--- src/rtl/seq_mult.sv ---
// Sequential shift-add multiplier: one partial-product step per cycle, optional
// two's-complement mode handled by multiplying magnitudes and fixing the sign last.
module seq_mult #(
  parameter int W = 8
) (
  input  logic           clk,
  input  logic           rst,
  input  logic           start_i,
  input  logic           sgn_i,
  input  logic [W-1:0]   a_i,
  input  logic [W-1:0]   b_i,
  output logic           busy_o,
  output logic           done_o,
  output logic [2*W-1:0] p_o
);

  localparam int CW = $clog2(W + 1);

  typedef enum logic [1:0] {IDLE, BUSY, SIGN} state_e;

  state_e         state_q, state_d;
  // {accumulator (W+1 bits), multiplier (W bits)} shifted right as one register
  logic [2*W:0]   prod_q, prod_d;
  logic [W-1:0]   mcand_q, mcand_d;
  logic [CW-1:0]  cnt_q, cnt_d;
  logic           neg_q, neg_d;
  logic           done_q, done_d;
  logic [2*W-1:0] p_q, p_d;

  logic [W-1:0]   a_mag, b_mag;
  logic [W:0]     sum;

  // -x in W bits also gives the right magnitude (2^(W-1)) for the most-negative value
  assign a_mag = (sgn_i && a_i[W-1]) ? -a_i : a_i;
  assign b_mag = (sgn_i && b_i[W-1]) ? -b_i : b_i;
  assign sum   = prod_q[2*W:W] + {1'b0, mcand_q};

  always_comb begin
    state_d = state_q;
    prod_d  = prod_q;
    mcand_d = mcand_q;
    cnt_d   = cnt_q;
    neg_d   = neg_q;
    p_d     = p_q;
    done_d  = 1'b0;
    case (state_q)
      IDLE: begin
        if (start_i) begin
          mcand_d = a_mag;
          prod_d  = {{(W+1){1'b0}}, b_mag};
          neg_d   = sgn_i & (a_i[W-1] ^ b_i[W-1]);
          cnt_d   = CW'(W);
          state_d = BUSY;
        end
      end
      BUSY: begin
        prod_d = prod_q[0] ? {1'b0, sum, prod_q[W-1:1]} : {1'b0, prod_q[2*W:1]};
        cnt_d  = cnt_q - CW'(1);
        if (cnt_q == CW'(1)) state_d = SIGN;
      end
      SIGN: begin
        p_d     = neg_q ? -prod_q[2*W-1:0] : prod_q[2*W-1:0];
        done_d  = 1'b1;
        state_d = IDLE;
      end
      default: state_d = IDLE;
    endcase
  end

  always_ff @(posedge clk or posedge rst) begin
    if (rst) begin
      state_q <= IDLE;
      prod_q  <= '0;
      mcand_q <= '0;
      cnt_q   <= '0;
      neg_q   <= 1'b0;
      done_q  <= 1'b0;
      p_q     <= '0;
    end else begin
      state_q <= state_d;
      prod_q  <= prod_d;
      mcand_q <= mcand_d;
      cnt_q   <= cnt_d;
      neg_q   <= neg_d;
      done_q  <= done_d;
      p_q     <= p_d;
    end
  end

  assign busy_o = (state_q != IDLE);
  assign done_o = done_q;
  assign p_o    = p_q;

endmodule

--- config.mk ---
export PLATFORM = sky130hd
export DESIGN_NAME = seq_mult
export DESIGN_NICKNAME = d
export VERILOG_FILES = /design/src/rtl/seq_mult.sv
export SDC_FILE = /design/constraint.sdc
export NUM_CORES = 1
export LEC_CHECK = 0
export CORE_MARGIN = 8
export CORE_UTILIZATION = 35
export CTS_BUF_LIST = sky130_fd_sc_hd__clkbuf_8
export CTS_CLUSTER_SIZE = 10
export DETAILED_ROUTE_END_ITERATION = 8
export HOLD_SLACK_MARGIN = 0.06
export PLACE_DENSITY_LB_ADDON = 0.1
export REMOVE_ABC_BUFFERS = 1
export SYNTH_ARGS = -nofsm -noshare
export SYNTH_HDL_FRONTEND = slang
export SYNTH_SLANG_ARGS = --single-unit
export TNS_END_PERCENT = 30
--- constraint.sdc ---
create_clock -name clk -period 2.3 [get_ports clk]
set_input_delay 0.575 -clock clk [delete_from_list [all_inputs] [get_ports clk]]
set_output_delay 0.575 -clock clk [all_outputs]
set_load 0.02 [all_outputs]
==> results of run 1 <==
[per-stage QoR]
step	hold slack (ns)	util, %	std cells	setup WS (ns)	power (mW)
after floorplan	0.450	-	307	0.442	2.90
after global placement	0.462	42.2	462	0.117	3.69
after detailed placement	0.471	42.2	462	0.106	3.72
after CTS	0.493	43.4	470	0.172	4.26
after global routing	0.510	43.4	470	0.125	4.61
final	0.485	43.4	470	0.206	4.19
[state kept, by name, summed over array words and instances, names as in the netlist]
signal and cells:
mcand_q 8, state_q 2, neg_q 1, done_o 1, p_o 16, cnt_q 4, prod_q 16
[cells in the mapped netlist, drive strengths merged (5+ instances only)]
cell    instances  area share, %
xor2           15            4.6
a21oi          16            2.8
nor2           14            1.8
dfrtp          48             42
xnor2          13            4.0
nand2          55            7.2
o21ai          48            8.4
ha             13            5.7
buf             5            1.1
or3             5            1.1
clkbuf          8            1.1
inv            14            1.8
nand3          10            1.8
[power breakdown]
group | total [mW] | internal, mW | switching (mW) | leakage [nW]
Sequential | 1.54 | 1.19 | 0.346 | 0.616
Combinational | 2.13 | 0.961 | 1.17 | 0.858
Clock | 0.524 | 0.241 | 0.283 | 0.0486
Total | 4.19 | 2.39 | 1.80 | 1.52
[worst max-delay path: stages, from the launching register on]
cell             delay (ns)
dfrtp_1                0.38
nor2_1                 0.24
inv_1                  0.06
clkdlybuf4s50_1        0.54
[kinds of logic after synthesis]
group / after synthesis / synth area share, %
flops: 48 / 42.2
xor+xnor: 28 / 8.61
mux: 4 / 1.41
buf+inv: 28 / 4.13
fa+ha+maj: 14 / 6.41
simple gates: 106 / 17.7
compound gates: 92 / 19.6
[worst paths after layout]
kind / endpoint / depth (start not counted)
max in group asynchronous: cnt_q[3]$_DFFE_PP0P_ / 3
worst min register to register: p_o[4]$_DFFE_PP0P_ / 2
min in group asynchronous: p_o[14]$_DFFE_PP0P_ / 3
worst max-delay path: busy_o / 3
worst max register to register: prod_q[13]$_DFFE_PP0P_ / 7
worst min-delay path: p_o[4]$_DFFE_PP0P_ / 2
[routing by layer]
metal  vias to the layer above  wire (um)  GRT usage, %
met2                        47       3000          19.8
met3                         6        298          2.66
li1                       1220          -             -
met4                         0         56          3.32
met1                      1085       3170          16.3
met5                         -          0             0
[cell type report]
| type | count | area share [%] |
|---|---|---|
| repair buffers | 50 | 13.8 |
| clock buffers | 6 | 2.36 |
| flip-flops and latches | 48 | 34.4 |
| clock inverters | 2 | 0.322 |
| inverters | 15 | 1.61 |
| well taps | 105 | 3.76 |
| multi-input cells | 244 | 43.8 |
==> out/qor.yml, run 1 <==
drt:
  drt_pass1_iterations: 4
  initialDrtViolationCount: 151
  route.detailed.drc: 0
  wl_per_cell_um: 13.9
  avgViaCountPerCell: 5.02
  vias: 2358
  antenna_left: 0
  wl_um: 6520
finish:
  final_cell_mix: "nand2_1 (55), dfrtp_1 (48), o21ai_0 (45)"
  nNetsFinal: 398
  diodes: 0
  multi_input_area_um2: 1530
  final_common_cell: "nand2_1"
  syn_to_final_growth_pct: 22.6
  final_cell_area_um2: 3490
  n_fill_cell: 811
  seqCellArea_um2: 1200
  drive_gt1_share_pct: 7.40
place:
  place_area_um2: 3400
  hpwl_um: 5050
  gp_congestion: 0.824
  io_buffers: 37
clock_network:
  cts_tree: "built"
  clock_sinks: 48
  cts_buffer_depth: 2
  cts_made_buffers: 5
  clock_latency_ns: 0.29
  htree_levels: 2
  postCtsSetupBuffers: 0
  clkTransAtPathRegs_ns: 0.09
  cts-hold-fix-buffers: 0
  cts_resized: 0
  clock-root-buffer: "clkbuf_8"
sta:
  fmax_mhz: 478
  fin_worst_skew_ns: 0.00503
  tns_ns: 0
  min_period_ns: 2.09
  slew-limit-headroom_pct: 62.0
  setup_violations: 0
  post-route-period-util_pct: 91.0
  slew_viol_final: 0
  timing.final.hold_violations: 0
  rsz0062_at_grt: "false"
  tightest_slew_ns: 0.568
power:
  p_per_area_nw_per_um2: 1200
  ir_drop_uv: 360
  leakage_nw: 1.52
floorplanning:
  core_um2: 8050
  io-pin-count: 38
  die-width_um: 106
  die_area_um2: 11300
  start_util_pct: 35.4
  die_y_um: 106
  rows: 33
grt:
  antenna_found_initial: 0
  grt-ovfl-total: 0
  grt_max_degree: 49
  grt_pass1_vias: 2372
  grt_pass1_wl_um: 11600
  grt.total_usage_pct: 12.3
setup_path:
  r2r_slack_ns: 0.34
  startpoint: "state_q[0]$_DFFE_PP0P_"
  critPathArrivalTime_ns: 1.52
  worstSetupStartpointType: "register"
  critical_path_required_ns: 1.73
  cp-end-kind: "output pin"
  cp_max_fo: 4
  criticalPathCategory: "reg2out"
  r2r_start: "prod_q[8]$_DFFE_PP0P_"
logic_synthesis:
  syn-cell-area_um2: 2850
  ys.flop_type: "dfrtp_1"
  syn-mean-instance-area_um2: 8.90
  async_flop_share_pct: 100
  ys.warnings.count: 0
  synth-edff-count: 0
  ys_types: 48
  ys_ff_latch: 48
  netlist_instances: 320
  yosysSeqAreaShare_pct: 42.2
run:
  cap_violations: 0
hold_path:
  min_path_type: "reg2reg"
  hold_start: "p_o[4]$_DFFE_PP0P_"
outcome:
  outcome: "finished clean"
Note: power is estimated with default switching activity, not from simulation.
==> inputs of run 2 (changes only) <==
--- a/config.mk
+++ b/config.mk
@@ -16,4 +16,4 @@
 export SYNTH_ARGS = -nofsm -noshare
 export SYNTH_HDL_FRONTEND = slang
 export SYNTH_SLANG_ARGS = --single-unit
-export TNS_END_PERCENT = 30
+export TNS_END_PERCENT = 5
==> results of run 2 <==
No change in the layout: final DEF, timing and power equal those of run 1.
